### src/rtl/dma_timing_ctrl_if.sv
// DMA bus-side handshake and strobe bundle.
// master = timing engine, slave = CPU/bus side.
interface dma_timing_ctrl_if #(
  parameter int NUM_CH = 4,
  parameter int ADDR_W = 16
);
  logic              HRQ;
  logic              HLDA;
  logic              AEN;
  logic              ADSTB;
  logic [ADDR_W-1:0] addrOut;
  logic [NUM_CH-1:0] DACK;
  logic              MEMR_n;
  logic              MEMW_n;
  logic              IOR_n;
  logic              IOW_n;
  logic              EOP_in_n;
  logic              EOP_out_n;

  modport master (
    output HRQ, AEN, ADSTB, addrOut, DACK,
    output MEMR_n, MEMW_n, IOR_n, IOW_n,
    output EOP_out_n,
    input  HLDA, EOP_in_n
  );

  modport slave (
    input  HRQ, AEN, ADSTB, addrOut, DACK,
    input  MEMR_n, MEMW_n, IOR_n, IOW_n,
    input  EOP_out_n,
    output HLDA, EOP_in_n
  );
endinterface

### src/rtl/dma_timing_ctrl.sv
// 8237A-style transfer timing engine: HRQ/HLDA
// handshake, SI..S4 sequencing, address/count regs.
module dma_timing_ctrl #(
  parameter int NUM_CH = 4,
  parameter int ADDR_W = 16,
  parameter int CNT_W  = 16
) (
  input  logic                clk,
  input  logic                reset_n,
  input  logic [NUM_CH-1:0]   chGrant,
  input  logic [NUM_CH-1:0]   dreqValid,
  input  logic [NUM_CH-1:0]   ldEn,
  input  logic [ADDR_W-1:0]   ldAddr,
  input  logic [CNT_W-1:0]    ldCount,
  input  logic [NUM_CH*6-1:0] chMode,
  input  logic                clrStatus,
  output logic [NUM_CH-1:0]   tcStatus,
  output logic [NUM_CH-1:0]   maskSet,
  dma_timing_ctrl_if.master   bus
);
  localparam int CH_W =
    (NUM_CH > 1) ? $clog2(NUM_CH) : 1;

  typedef enum logic [2:0] {
    SI, S0, S1, S2, S3, S4
  } state_t;

  state_t r_state;
  state_t w_next;

  logic [CH_W-1:0] r_ch;
  logic [CH_W-1:0] w_gnt_idx;
  logic            w_gnt_ok;
  logic            r_hlda_lost;
  logic            r_eop;

  logic [ADDR_W-1:0] r_cur_addr  [NUM_CH];
  logic [ADDR_W-1:0] r_base_addr [NUM_CH];
  logic [CNT_W-1:0]  r_cur_cnt   [NUM_CH];
  logic [CNT_W-1:0]  r_base_cnt  [NUM_CH];
  logic [NUM_CH-1:0] r_tc;

  logic [NUM_CH-1:0] w_sel;
  logic [5:0]        w_mode;
  logic [1:0]        w_type;
  logic [1:0]        w_xfer;
  logic              w_auto;
  logic              w_dec;
  logic [ADDR_W-1:0] w_addr;
  logic [CNT_W-1:0]  w_cnt;
  logic              w_tc;
  logic              w_term;
  logic              w_rd_ph;
  logic              w_wr_ph;

  // lowest set grant bit wins if arbitration
  // ever hands over more than one
  always_comb begin
    w_gnt_idx = '0;
    for (int i = NUM_CH - 1; i >= 0; i--) begin
      if (chGrant[i]) w_gnt_idx = CH_W'(i);
    end
    w_gnt_ok = (|chGrant) && dreqValid[w_gnt_idx];
  end

  always_comb begin
    w_sel  = '0;
    w_mode = '0;
    w_addr = '0;
    w_cnt  = '0;
    for (int i = 0; i < NUM_CH; i++) begin
      if (r_ch == CH_W'(i)) begin
        w_sel[i] = 1'b1;
        w_mode   = chMode[i*6 +: 6];
        w_addr   = r_cur_addr[i];
        w_cnt    = r_cur_cnt[i];
      end
    end
  end

  assign w_type = w_mode[1:0];
  assign w_auto = w_mode[2];
  assign w_dec  = w_mode[3];
  assign w_xfer = w_mode[5:4];

  assign w_tc   = (r_state == S4) && (w_cnt == '0);
  assign w_term = w_tc || r_eop || !bus.EOP_in_n;

  always_comb begin
    w_next = r_state;
    unique case (r_state)
      SI: if (w_gnt_ok) w_next = S0;
      S0: if (bus.HLDA) w_next = S1;
      S1: w_next = S2;
      S2: w_next = S3;
      S3: w_next = S4;
      S4: begin
        w_next = SI;
        if (!w_term && !r_hlda_lost) begin
          unique case (w_xfer)
            2'b10:   w_next = S1;
            2'b00:   if (dreqValid[r_ch])
                       w_next = S1;
            default: w_next = SI;
          endcase
        end
      end
      default: w_next = SI;
    endcase
  end

  always_ff @(posedge clk or negedge reset_n) begin
    if (!reset_n) begin
      r_state     <= SI;
      r_ch        <= '0;
      r_hlda_lost <= 1'b0;
      r_eop       <= 1'b0;
    end else begin
      r_state <= w_next;
      if (r_state == SI) begin
        r_hlda_lost <= 1'b0;
        r_eop       <= 1'b0;
        if (w_gnt_ok) r_ch <= w_gnt_idx;
      end
      if (r_state inside {S1, S2, S3}
          && !bus.HLDA)
        r_hlda_lost <= 1'b1;
      if (r_state inside {S2, S3}
          && !bus.EOP_in_n)
        r_eop <= 1'b1;
    end
  end

  // a load strobe beats both the S4 step
  // and the autoinit reload
  always_ff @(posedge clk or negedge reset_n) begin
    if (!reset_n) begin
      for (int i = 0; i < NUM_CH; i++) begin
        r_cur_addr[i]  <= '0;
        r_base_addr[i] <= '0;
        r_cur_cnt[i]   <= '0;
        r_base_cnt[i]  <= '0;
      end
      r_tc <= '0;
    end else begin
      for (int i = 0; i < NUM_CH; i++) begin
        if (ldEn[i]) begin
          r_cur_addr[i]  <= ldAddr;
          r_base_addr[i] <= ldAddr;
          r_cur_cnt[i]   <= ldCount;
          r_base_cnt[i]  <= ldCount;
        end else if (r_state == S4 && w_sel[i]) begin
          if (w_term && w_auto) begin
            r_cur_addr[i] <= r_base_addr[i];
            r_cur_cnt[i]  <= r_base_cnt[i];
          end else begin
            r_cur_cnt[i] <=
              r_cur_cnt[i] - CNT_W'(1);
            r_cur_addr[i] <= w_dec
              ? r_cur_addr[i] - ADDR_W'(1)
              : r_cur_addr[i] + ADDR_W'(1);
          end
        end
      end
      r_tc <= (r_tc & ~{NUM_CH{clrStatus}})
            | (w_tc ? w_sel : '0);
    end
  end

  assign w_rd_ph = r_state inside {S2, S3};
  assign w_wr_ph = (r_state == S3);

  always_comb begin
    bus.HRQ       = (r_state != SI);
    bus.AEN       = r_state inside {S1, S2, S3, S4};
    bus.ADSTB     = (r_state == S1);
    bus.addrOut   = bus.AEN ? w_addr : '0;
    bus.DACK      = '0;
    bus.MEMR_n    = 1'b1;
    bus.MEMW_n    = 1'b1;
    bus.IOR_n     = 1'b1;
    bus.IOW_n     = 1'b1;
    bus.EOP_out_n = !w_tc;
    maskSet       = '0;
    if (r_state inside {S2, S3, S4})
      bus.DACK = w_sel;
    unique case (w_type)
      2'b10: begin
        bus.MEMR_n = !w_rd_ph;
        bus.IOW_n  = !w_wr_ph;
      end
      2'b01: begin
        bus.IOR_n  = !w_rd_ph;
        bus.MEMW_n = !w_wr_ph;
      end
      default: ;
    endcase
    if (r_state == S4 && w_term && !w_auto)
      maskSet = w_sel;
  end

  assign tcStatus = r_tc;

endmodule

### src/flat_wrapper.sv
// flat-port wrapper written by rule: the top's interface ports become plain ports
module dma_timing_ctrl_flat 
#(
  parameter int NUM_CH = 4,
  parameter int ADDR_W = 16,
  parameter int CNT_W  = 16
)
  (clk, reset_n, chGrant, dreqValid, ldEn, ldAddr, ldCount, chMode, clrStatus, tcStatus, maskSet, bus_HRQ, bus_AEN, bus_ADSTB, bus_addrOut, bus_DACK, bus_MEMR_n, bus_MEMW_n, bus_IOR_n, bus_IOW_n, bus_EOP_out_n, bus_HLDA, bus_EOP_in_n);
  dma_timing_ctrl_if #(.NUM_CH(NUM_CH), .ADDR_W(ADDR_W)) bus_i ();
  input  logic clk;
  input  logic reset_n;
  input  logic [NUM_CH-1:0] chGrant;
  input  logic [NUM_CH-1:0] dreqValid;
  input  logic [NUM_CH-1:0] ldEn;
  input  logic [ADDR_W-1:0] ldAddr;
  input  logic [CNT_W-1:0] ldCount;
  input  logic [NUM_CH*6-1:0] chMode;
  input  logic clrStatus;
  output logic [NUM_CH-1:0] tcStatus;
  output logic [NUM_CH-1:0] maskSet;
  output wire logic [$bits(bus_i.HRQ)-1:0] bus_HRQ;
  output wire logic [$bits(bus_i.AEN)-1:0] bus_AEN;
  output wire logic [$bits(bus_i.ADSTB)-1:0] bus_ADSTB;
  output wire logic [$bits(bus_i.addrOut)-1:0] bus_addrOut;
  output wire logic [$bits(bus_i.DACK)-1:0] bus_DACK;
  output wire logic [$bits(bus_i.MEMR_n)-1:0] bus_MEMR_n;
  output wire logic [$bits(bus_i.MEMW_n)-1:0] bus_MEMW_n;
  output wire logic [$bits(bus_i.IOR_n)-1:0] bus_IOR_n;
  output wire logic [$bits(bus_i.IOW_n)-1:0] bus_IOW_n;
  output wire logic [$bits(bus_i.EOP_out_n)-1:0] bus_EOP_out_n;
  input wire logic [$bits(bus_i.HLDA)-1:0] bus_HLDA;
  input wire logic [$bits(bus_i.EOP_in_n)-1:0] bus_EOP_in_n;
  assign bus_HRQ = bus_i.HRQ;
  assign bus_AEN = bus_i.AEN;
  assign bus_ADSTB = bus_i.ADSTB;
  assign bus_addrOut = bus_i.addrOut;
  assign bus_DACK = bus_i.DACK;
  assign bus_MEMR_n = bus_i.MEMR_n;
  assign bus_MEMW_n = bus_i.MEMW_n;
  assign bus_IOR_n = bus_i.IOR_n;
  assign bus_IOW_n = bus_i.IOW_n;
  assign bus_EOP_out_n = bus_i.EOP_out_n;
  assign bus_i.HLDA = bus_HLDA;
  assign bus_i.EOP_in_n = bus_EOP_in_n;
  dma_timing_ctrl #(.NUM_CH(NUM_CH), .ADDR_W(ADDR_W), .CNT_W(CNT_W)) u_core (.clk(clk), .reset_n(reset_n), .chGrant(chGrant), .dreqValid(dreqValid), .ldEn(ldEn), .ldAddr(ldAddr), .ldCount(ldCount), .chMode(chMode), .clrStatus(clrStatus), .tcStatus(tcStatus), .maskSet(maskSet), .bus(bus_i));
endmodule
### config.mk
export PLATFORM = sky130hd
export DESIGN_NAME = dma_timing_ctrl_flat
export DESIGN_NICKNAME = d
export VERILOG_FILES = /design/src/rtl/dma_timing_ctrl_if.sv /design/src/rtl/dma_timing_ctrl.sv /design/src/flat_wrapper.sv
export SDC_FILE = /design/constraint.sdc
export NUM_CORES = 1
export LEC_CHECK = 0
export BUFFER_PORTS_ARGS = -buffer_cell sky130_fd_sc_hd__buf_4
export CAP_MARGIN = 20
export CELL_PAD_IN_SITES_DETAIL_PLACEMENT = 1
export CELL_PAD_IN_SITES_GLOBAL_PLACEMENT = 2
export CORE_AREA = 2 2 209 211
export DETAILED_ROUTE_END_ITERATION = 16
export DIE_AREA = 0 0 211 213
export PLACE_DENSITY = 0.83
export SKIP_CTS_REPAIR_TIMING = 1
export SLEW_MARGIN = 30
export SYNTH_ARGS = -nofsm -noshare
export SYNTH_HDL_FRONTEND = slang
export SYNTH_SLANG_ARGS = --single-unit
### constraint.sdc
create_clock -name clk -period 5.69 [get_ports clk]
set_clock_uncertainty 0.2 [all_clocks]
set_input_delay 0.569 -clock clk [delete_from_list [all_inputs] [get_ports clk]]
set_output_delay 0.569 -clock clk [all_outputs]
set_load 0.01 [all_outputs]
# After elaboration in Yosys (flattened, before gate mapping)
# Index checks and enable logic that the tools add are counted.
dict set report totals {
  reg_bits 267
  latch_bits 0
  mem_bits_rw 0
  romBits 0
  input_bits 73
  output_inout_bits 36
  word_cells 160
  mem_count 0
}
dict set report classes {
  addsub 12
  multipliers 0
  n_div 0
  order_cmp 2
  n_eq_ne 13
  n_shift 0
  muxes 69
  n_bitwise 3
  reduce_logical 40
}
# cell count
set op_table {}
lappend op_table {{16-bit 2-to-1 mux} 37}
lappend op_table {{16-bit by 1-bit subtractor with 16-bit output, second input constant} 8}
lappend op_table {{16-bit by 1-bit adder with 16-bit output, second input constant} 4}
lappend op_table {{6-bit 2-to-1 mux} 4}
lappend op_table {{3-bit one-hot mux with 6 select lines} 1}
lappend op_table {{16-bit zero test} 1}
lappend op_table {{2-bit nonzero test} 7}
lappend op_table {{1-bit 2-to-1 mux} 13}
lappend op_table {{1-bit logical AND} 12}
lappend op_table {{4-bit 2-to-1 mux} 3}
lappend op_table {{2-bit 2-to-1 mux} 5}
lappend op_table {{3-bit 2-to-1 mux} 3}
lappend op_table {{3-bit nonzero test} 3}
lappend op_table {{2-bit == test, second input constant} 4}
lappend op_table {{1-bit zero test} 8}
lappend op_table {{3-bit by 2-bit == test with 1-bit output, second input constant} 2}
lappend op_table {{3-bit == test, second input constant} 2}
lappend op_table {{2-bit by 3-bit < comparator with 1-bit output, second input constant} 2}
lappend op_table {{3-bit one-hot mux with 2 select lines} 1}
lappend op_table {{4-bit AND} 1}
lappend op_table {{1-bit binary-select mux with 2-bit select} 2}
lappend op_table {{2-bit by 1-bit == test with 1-bit output, second input constant} 2}
lappend op_table {{2-bit zero test} 2}
lappend op_table {{4-bit inverter} 1}
lappend op_table {{other kinds (9)} 11}

# Longest topological paths before layout
# Gate-level depths: netlist (run 1).
dict set report depth {
  depth_word 13
  depth_mapped 12
  depth_no_buf 10
}

# Worst setup path before layout (run 1)
# No wires, ideal clock.
dict set report synth_path {
  kind {input -> register}
  start {input chMode[9]}
  end {register u_core.r_cur_addr[47] (netlist name)}
  arrival_time_ns 4.616
  path_slack_ns 0.787
  path_stages 11
  n_path_buf 1
  cell_sequence {mux4_2 > clkbuf_1 > ha_1 > a211o_1 > o211ai_1 > a2111oi_0 > nor2_1 > a2111oi_0 > or4_1 > nand4_1 > a22oi_1}
}
dict set report synth_between {
  elab_chain_cells 7
}
# element line_no
set synth_rtl {}
lappend synth_rtl {{start: declaration} flat_wrapper.sv:17} ;# input logic [NUM_CH*6-1:0] chMode;
lappend synth_rtl {{6-bit 2-to-1 mux (3 in a row)} dma_timing_ctrl.sv:72} ;# if (r_ch == CH_W'(i)) begin
lappend synth_rtl {{16-bit 2-to-1 mux} dma_timing_ctrl.sv:160} ;# ? r_cur_addr[i] - ADDR_W'(1)
lappend synth_rtl {{16-bit 2-to-1 mux} dma_timing_ctrl.sv:153} ;# if (w_term && w_auto) begin
lappend synth_rtl {{16-bit 2-to-1 mux} dma_timing_ctrl.sv:152} ;# end else if (r_state == S4 && w_sel[i]) begin
lappend synth_rtl {{16-bit 2-to-1 mux} dma_timing_ctrl.sv:147} ;# if (ldEn[i]) begin
lappend synth_rtl {{end signal: indexed assignment} dma_timing_ctrl.sv:148} ;# r_cur_addr[i] <= ldAddr;
lappend synth_rtl {{end signal: indexed assignment} dma_timing_ctrl.sv:154} ;# r_cur_addr[i] <= r_base_addr[i];
lappend synth_rtl {{end signal: indexed assignment} dma_timing_ctrl.sv:159} ;# r_cur_addr[i] <= w_dec
lappend synth_rtl {{end: declaration} dma_timing_ctrl.sv:37} ;# logic [ADDR_W-1:0] r_cur_addr [NUM_CH];
# Every way passes these cells. The select of a mux whose other input is x is not followed.
# A chain may end at the register's enable or synchronous reset.

# Final worst setup path (run 1)
dict set report layout_path {
  start {register u_core.r_ch[1]}
  end {register u_core.r_cur_addr[47] (netlist name)}
}
dict set report layout_between {
  elab_chain_cells 13
  elab_cells_between_ends 24
  cone_classes {3 x eq/ne; 13 x mux; 8 x reduce/logical}
}
# element line_no
set layout_rtl {}
lappend layout_rtl {{start: declaration} dma_timing_ctrl.sv:31} ;# logic [CH_W-1:0] r_ch;
lappend layout_rtl {{start signal: assignment} dma_timing_ctrl.sv:123} ;# if (w_gnt_ok) r_ch <= w_gnt_idx;
lappend layout_rtl {{2-bit zero test} dma_timing_ctrl.sv:72}
lappend layout_rtl {{16-bit 2-to-1 mux (4 in a row)} dma_timing_ctrl.sv:72}
lappend layout_rtl {{16-bit zero test} dma_timing_ctrl.sv:86} ;# assign w_tc = (r_state == S4) && (w_cnt == '0);
lappend layout_rtl {{1-bit logical AND} dma_timing_ctrl.sv:86}
lappend layout_rtl {{1-bit logical OR (2 in a row)} dma_timing_ctrl.sv:87} ;# assign w_term = w_tc || r_eop || !bus.EOP_in_n;
lappend layout_rtl {{1-bit logical AND} dma_timing_ctrl.sv:153}
lappend layout_rtl {{16-bit 2-to-1 mux} dma_timing_ctrl.sv:153}
lappend layout_rtl {{16-bit 2-to-1 mux} dma_timing_ctrl.sv:152}
lappend layout_rtl {{16-bit 2-to-1 mux} dma_timing_ctrl.sv:147}
# Several ways; a longest one is shown, not always the timed one. The select of a mux whose other input is x is not followed.

==> results.cfg, run 1 <==
[worst_setup_path]
crit_slowest_cell = a2111oi_0
cp-end-kind = register
crit_fanout = 36
critPathBufInv = 1
required_ns = 5.92
critPathKind = reg -> reg
path_delay_family = compound AO/OA/AOI/OAI gates
worst_path_most_repeated_cell = a2111oi_0
crit_path_max_incr_delay_ns = 0.79
crit_path_start_kind = register
worstPathArrival_ns = 4.62
crit_chain = buf_4 -> mux4_2 -> ha_1 -> a211o_1 -> o211ai_1 -> a2111oi_0 -> nor2_1 -> a2111oi_0 -> or4_1 -> nand4_1 -> a22oi_1

[synth]
synthArstFlopShare_pct = 100
ys_types = 78
netlist_area_sq_um = 16500
yosys_most_used_dff = dfrtp_1
yosys.area_share.xor_xnor_pct = 2.91
muxShareOfSynthArea_pct = 7.40
synth_nets = 1998
synth_compound_area_share_pct = 21.4
synth_top_family_by_area = compound AO/OA/AOI/OAI gates
ys_ff_latch = 267
avgSynthCellArea_sq_um = 8.88
synth-simple-area-share_pct = 17.1
syn_inst = 1861
yosysWarnings = 0
ys_seq_area_share_pct = 40.4
synth-adder-area-share_pct = 5.02
synth_edf_count = 0

[clock_tree]
ctsHtreeMaxLevel = 2
cts_buffers = 35
tritoncts = done
cts_root_buf = clkbuf_16
clk_latency_ns = 0.53
clkSinkCount = 267
clock_path_buffers = 3
clk_pin_slew_ns = 0.06

[worst_hold_path]
hold_path.class = in -> reg

[detailed_routing]
drtPass1Iterations = 7
vias = 14600
wl_per_cell_um = 21.9
ant_nets = 0
post_drt_via_cell_ratio = 5.87
drc = 0
wl_um = 54600
drtIter0Drc = 778

[layout]
nets = 2057
areaGrowthSynthToFinish_pct = 15.6
final_cell_mix = 266 x dfrtp_1, 174 x nand2_1, 172 x nor2_1
finalInstanceArea_sq_um = 19100
layout_commonest_cell = dfrtp_1
fillCellCount = 4933
final_util_pct = 44.7
drive_gt1_share_pct = 14.5

[global_routing]
overflow = 0
grt_use_total_pct = 24.7
grt_first_pass_wirelength_um = 86800
grt_start_max_net_pins = 110
antenna_found_initial = 1
grt_pass1_vias = 15500

[die]
initial_core_util_pct = 38.7
rows = 76
design.core.area_sq_um = 42700
dieWidth_um = 211
io_pins = 109
die_h_um = 213
dieArea_sq_um = 44900

[timing]
timing.final.ws_setup_ns = 1.29
max_freq_mhz = 227
final.setup.tns_ns = 0
fin_crit_sh_pct = 77.3
finalHoldViolCount = 0
rsz0062_at_grt = false
max_slew_margin_pct = 30.2
setup_violations = 0
final_max_slew_viol_count = 0
worst_slew_pin_slew_ns = 1.04
finalCriticalPeriod_ns = 4.40

[power]
p_per_area_nw_per_um2 = 426
ir_drop_uv = 247
p_leak_uw = 0.00822

[placed_design]
numPortBuffers = 108
gp_congestion = 0.872
hpwl_um = 37900
pre_cts_slack_ns = 1.09
post_dp_cell_area_sq_um = 17900

[outcome]
status = finished clean

[run]
maxCapViolations = 0
-- Yosys cell counts (12+ instances only) --
cell	instances	area [sq um]
a211oi_1	48	360
o21ai_1	13	65.1
nor2_1	175	657
ha_1	60	751
or3_1	16	100
buf_2	24	120
xor2_1	26	228
a22oi_1	13	97.6
xnor2_1	29	254
nand3_1	31	155
a21oi_1	87	435
nand2_1	174	653
nand2b_1	19	119
mux4_2	19	428
nor4_1	22	138
a21o_1	27	203
buf_1	12	45.0
o31ai_1	44	330
a31oi_1	21	131
clkbuf_1	73	274
nor3_1	72	360
dfrtp_1	267	6680
o211ai_1	16	120
nor2b_1	33	206
mux2i_1	15	150
inv_1	123	462
mux2_2	51	574
o21ai_0	169	846
-- where the power goes --
| group | switching (uW) | internal (uW) | total [uW] | leakage (uW) |
|---|---|---|---|---|
| sequential | 229 | 2120 | 2350 | 0.00321 |
| clock | 876 | 1480 | 2350 | 0.000596 |
| combinational | 2050 | 1390 | 3440 | 0.00441 |
-- cells by family after synthesis --
logic type                 after synthesis
and+or+nand+nor                        603
xor gates and xnor gates                55
buffers and inverters                  237
AOI/OAI and AO/OA                      544
muxes                                   91
DFF                                    267
adders and majority gates               64
-- per-layer routing --
metal / routed length [um] / track usage (%) / vias to the layer above
met3: 2060 / 3.35 / 99
li1: - / - / 6847
met4: 1440 / 7.24 / 0
met5: 0 / 0 / -
met2: 27100 / 43.8 / 242
met1: 24000 / 31.5 / 7430
-- cell type report --
| type | instances | area, sq um | area share [%] |
|---|---|---|---|
| clock buffers | 50 | 1020 | 5.36 |
| well taps | 546 | 683 | 3.58 |
| inverters | 123 | 462 | 2.42 |
| flip-flops and latches | 267 | 6680 | 35.0 |
| repair buffers | 136 | 1100 | 5.76 |
| clock inverters | 10 | 190 | 0.995 |
| multi-input cells | 1357 | 8960 | 46.9 |
| diodes | 1 | 2.50 | 0.0131 |
-- state kept, by name, indices dropped and copies added, names as in the netlist --
name	count
u_core.r_base_addr	64
u_core.r_base_cnt	64
u_core.r_cur_addr	64
u_core.r_cur_cnt	64
u_core.tcStatus	4
u_core.r_state	3
u_core.r_ch	2
u_core.r_eop	1
u_core.r_hlda_lost	1
-- worst paths after layout --
path / from / end / slack (ns) / cells after the start
min in group asynchronous: reset_n / u_core.r_base_addr[53]$_DFFE_PN0P_ / 0.38 / 2
min reg2reg: u_core.r_base_cnt[20]$_DFFE_PN0P_ / u_core.r_base_cnt[20]$_DFFE_PN0P_ / 0.31 / 1
max reg2reg: u_core.r_ch[1]$_DFFE_PN0P_ / u_core.r_cur_addr[47]$_DFFE_PN0P_ / 1.29 / 11
max: u_core.r_ch[1]$_DFFE_PN0P_ / u_core.r_cur_addr[47]$_DFFE_PN0P_ / 1.29 / 11
min: bus_EOP_in_n / u_core.r_eop$_DFFE_PN0P_ / 0.04 / 2
max in group asynchronous: reset_n / u_core.r_cur_cnt[42]$_DFFE_PN0P_ / 3.54 / 4
-- per-stage QoR --
stage,cells,hold slack (ns),total power [uW]
2_1_floorplan,1861,0.0734,4750
3_3_place_gp,2427,0.283,5710
3_5_place_dp,2428,0.292,5810
4_1_cts,2488,-0.211,8210
5_1_grt,2489,0.0500,8680
6_report,2490,0.0388,8140
Note: power is estimated with default switching activity, not from simulation.
==> run 2: changes to the inputs <==
CORE_AREA = 2 2 221 223   (was 2 2 209 211)
DIE_AREA = 0 0 223 225   (was 0 0 211 213)
PLACE_DENSITY = 0.79   (was 0.83)
clock period = 3.7 ns   (was 5.69 ns; I/O delays follow)
==> results.cfg, run 2 (same netlist as run 1, synthesis figures left out) <==
[clock_tree]
cts_root_buf = clkbuf_16
clk_pin_slew_ns = 0.06
clock_path_buffers = 3
clk_latency_ns = 0.55
tritoncts = done
clkSinkCount = 267
ctsHtreeMaxLevel = 2
cts_buffers = 35

[timing]
setup_violations = 0
final_max_slew_viol_count = 0
finalHoldViolCount = 0
worst_slew_pin_slew_ns = 0.860
finalCriticalPeriod_ns = 3.60
max_slew_margin_pct = 42.7
whs_ns = 0.00474
fin_crit_sh_pct = 97.3
max_freq_mhz = 278

[worst_setup_path]
reg2reg_to = u_core.r_cur_addr[14]$_DFFE_PN0P_
reg2reg_depth = 13
worstPathArrival_ns = 3.82
crit_end = u_core.r_cur_addr[14]$_DFFE_PN0P_
reg2reg_slack_ns = 0.10
rr_startpoint = u_core.r_ch[0]$_DFFE_PN0P_
crit_fanout = 38
critPathKind = reg -> reg
required_ns = 3.92
cp-end-kind = register
crit_path_start_kind = register
crit_path_start = u_core.r_ch[0]$_DFFE_PN0P_

[power]
ir_drop_uv = 447
switching_share_pct = 38.7
p_leak_uw = 0.00871
p_int_uw = 8000
power_uw = 13000
power_frac_clock_pct = 27.5
p_seq_share_pct = 27.7
p_sw_uw = 5050
p_per_area_nw_per_um2 = 648
power_frac_comb_pct = 44.8

[global_routing]
grt_start_max_net_pins = 98
antenna_found_initial = 0
grt_use_total_pct = 23.2
overflow = 0
grt_first_pass_wirelength_um = 90600
grt_pass1_vias = 15800

[placed_design]
gp_congestion = 0.905
post_dp_cell_area_sq_um = 18500
hpwl_um = 40800
numPortBuffers = 108

[detailed_routing]
drc = 0
vias = 15100
ant_nets = 0
wl_um = 58200
drtIter0Drc = 877
wl_per_cell_um = 21.9
post_drt_via_cell_ratio = 5.68
drtPass1Iterations = 5

[worst_hold_path]
hold_path.class = in -> reg
hp-start = ldAddr[8]

[layout]
final_util_pct = 42.3
final_cell_mix = 266 x dfrtp_1, 185 x buf_4, 174 x nand2_1
layout_commonest_cell = dfrtp_1
nets = 2157
num_antenna_cells = 0
fillCellCount = 5463
drive_gt1_share_pct = 17.4
finalInstanceArea_sq_um = 20100
areaGrowthSynthToFinish_pct = 21.7

[die]
io_pins = 109
dieArea_sq_um = 50200
design.core.area_sq_um = 47500
initial_core_util_pct = 34.8
dieWidth_um = 223
rows = 80
die_h_um = 225

[run]
maxCapViolations = 0

[outcome]
status = finished clean
[run 2: layout make-up]
type,instances,area (sq um),area share (%)
Timing Repair Buffer,236,2050,10.2
Inverter,123,462,2.29
Tap cell,615,769,3.82
Multi-Input combinational cell,1357,8980,44.6
Clock inverter,11,158,0.783
Sequential cell,267,6680,33.2
Clock buffer,47,1020,5.09
[run 2: stage by stage]
| step | std cells | worst slack [ns] | TNS (ns) |
|---|---|---|---|
| floorplan | 1861 | 0.157 | 0 |
| global placement | 2563 | -0.0201 | -0.0201 |
| detailed placement | 2563 | -0.0541 | -0.0541 |
| CTS | 2621 | 0.0250 | 0 |
| global route | 2656 | -0.000106 | -0.000106 |
| finish | 2656 | 0.102 | 0 |
[run 2: worst min path at each step]
stage                                   endpoint  slack [ns]  cells after the start
2_1_floorplan  u_core.r_base_addr[0]$_DFFE_PN0P_       -0.13                      0
6_report        u_core.r_cur_addr[8]$_DFFE_PN0P_       0.005                      3
4_1_cts         u_core.r_cur_addr[5]$_DFFE_PN0P_       -0.36                      1
3_3_place_gp    u_core.r_cur_addr[5]$_DFFE_PN0P_        0.22                      1
3_5_place_dp    u_core.r_cur_addr[5]$_DFFE_PN0P_        0.22                      1
5_1_grt        u_core.r_cur_addr[24]$_DFFE_PN0P_       0.006                      2
[run 2: worst max-delay path, cell delays in order (launching register included)]
cell and delay (ns):
dfrtp_2 0.37, mux4_2 0.54, buf_12 0.20, buf_4 0.24, ha_1 0.31, a21o_1 0.23
nor3_1 0.17, o211ai_1 0.12, buf_4 0.17, a31oi_1 0.28, o211a_1 0.23, nor3_1 0.05
o21ai_0 0.21, a31oi_1 0.11
[run 2: routing by layer]
metal	up-vias	wire (um)	GRT usage, %
met1	7711	25900	29.5
li1	7035	-	-
met5	-	0	0
met2	261	28600	40.3
met3	92	1890	3.05
met4	0	1730	8.16
[run 2: power by group through the flow]
| stage | sequential, uW | clock, uW | combinational, uW |
|---|---|---|---|
| floorplan | 3510 | 0 | 3800 |
| global placement | 3630 | 0 | 5600 |
| detailed placement | 3650 | 0 | 5760 |
| CTS | 3600 | 3660 | 5790 |
| global route | 3660 | 3770 | 6400 |
| finish | 3620 | 3580 | 5850 |
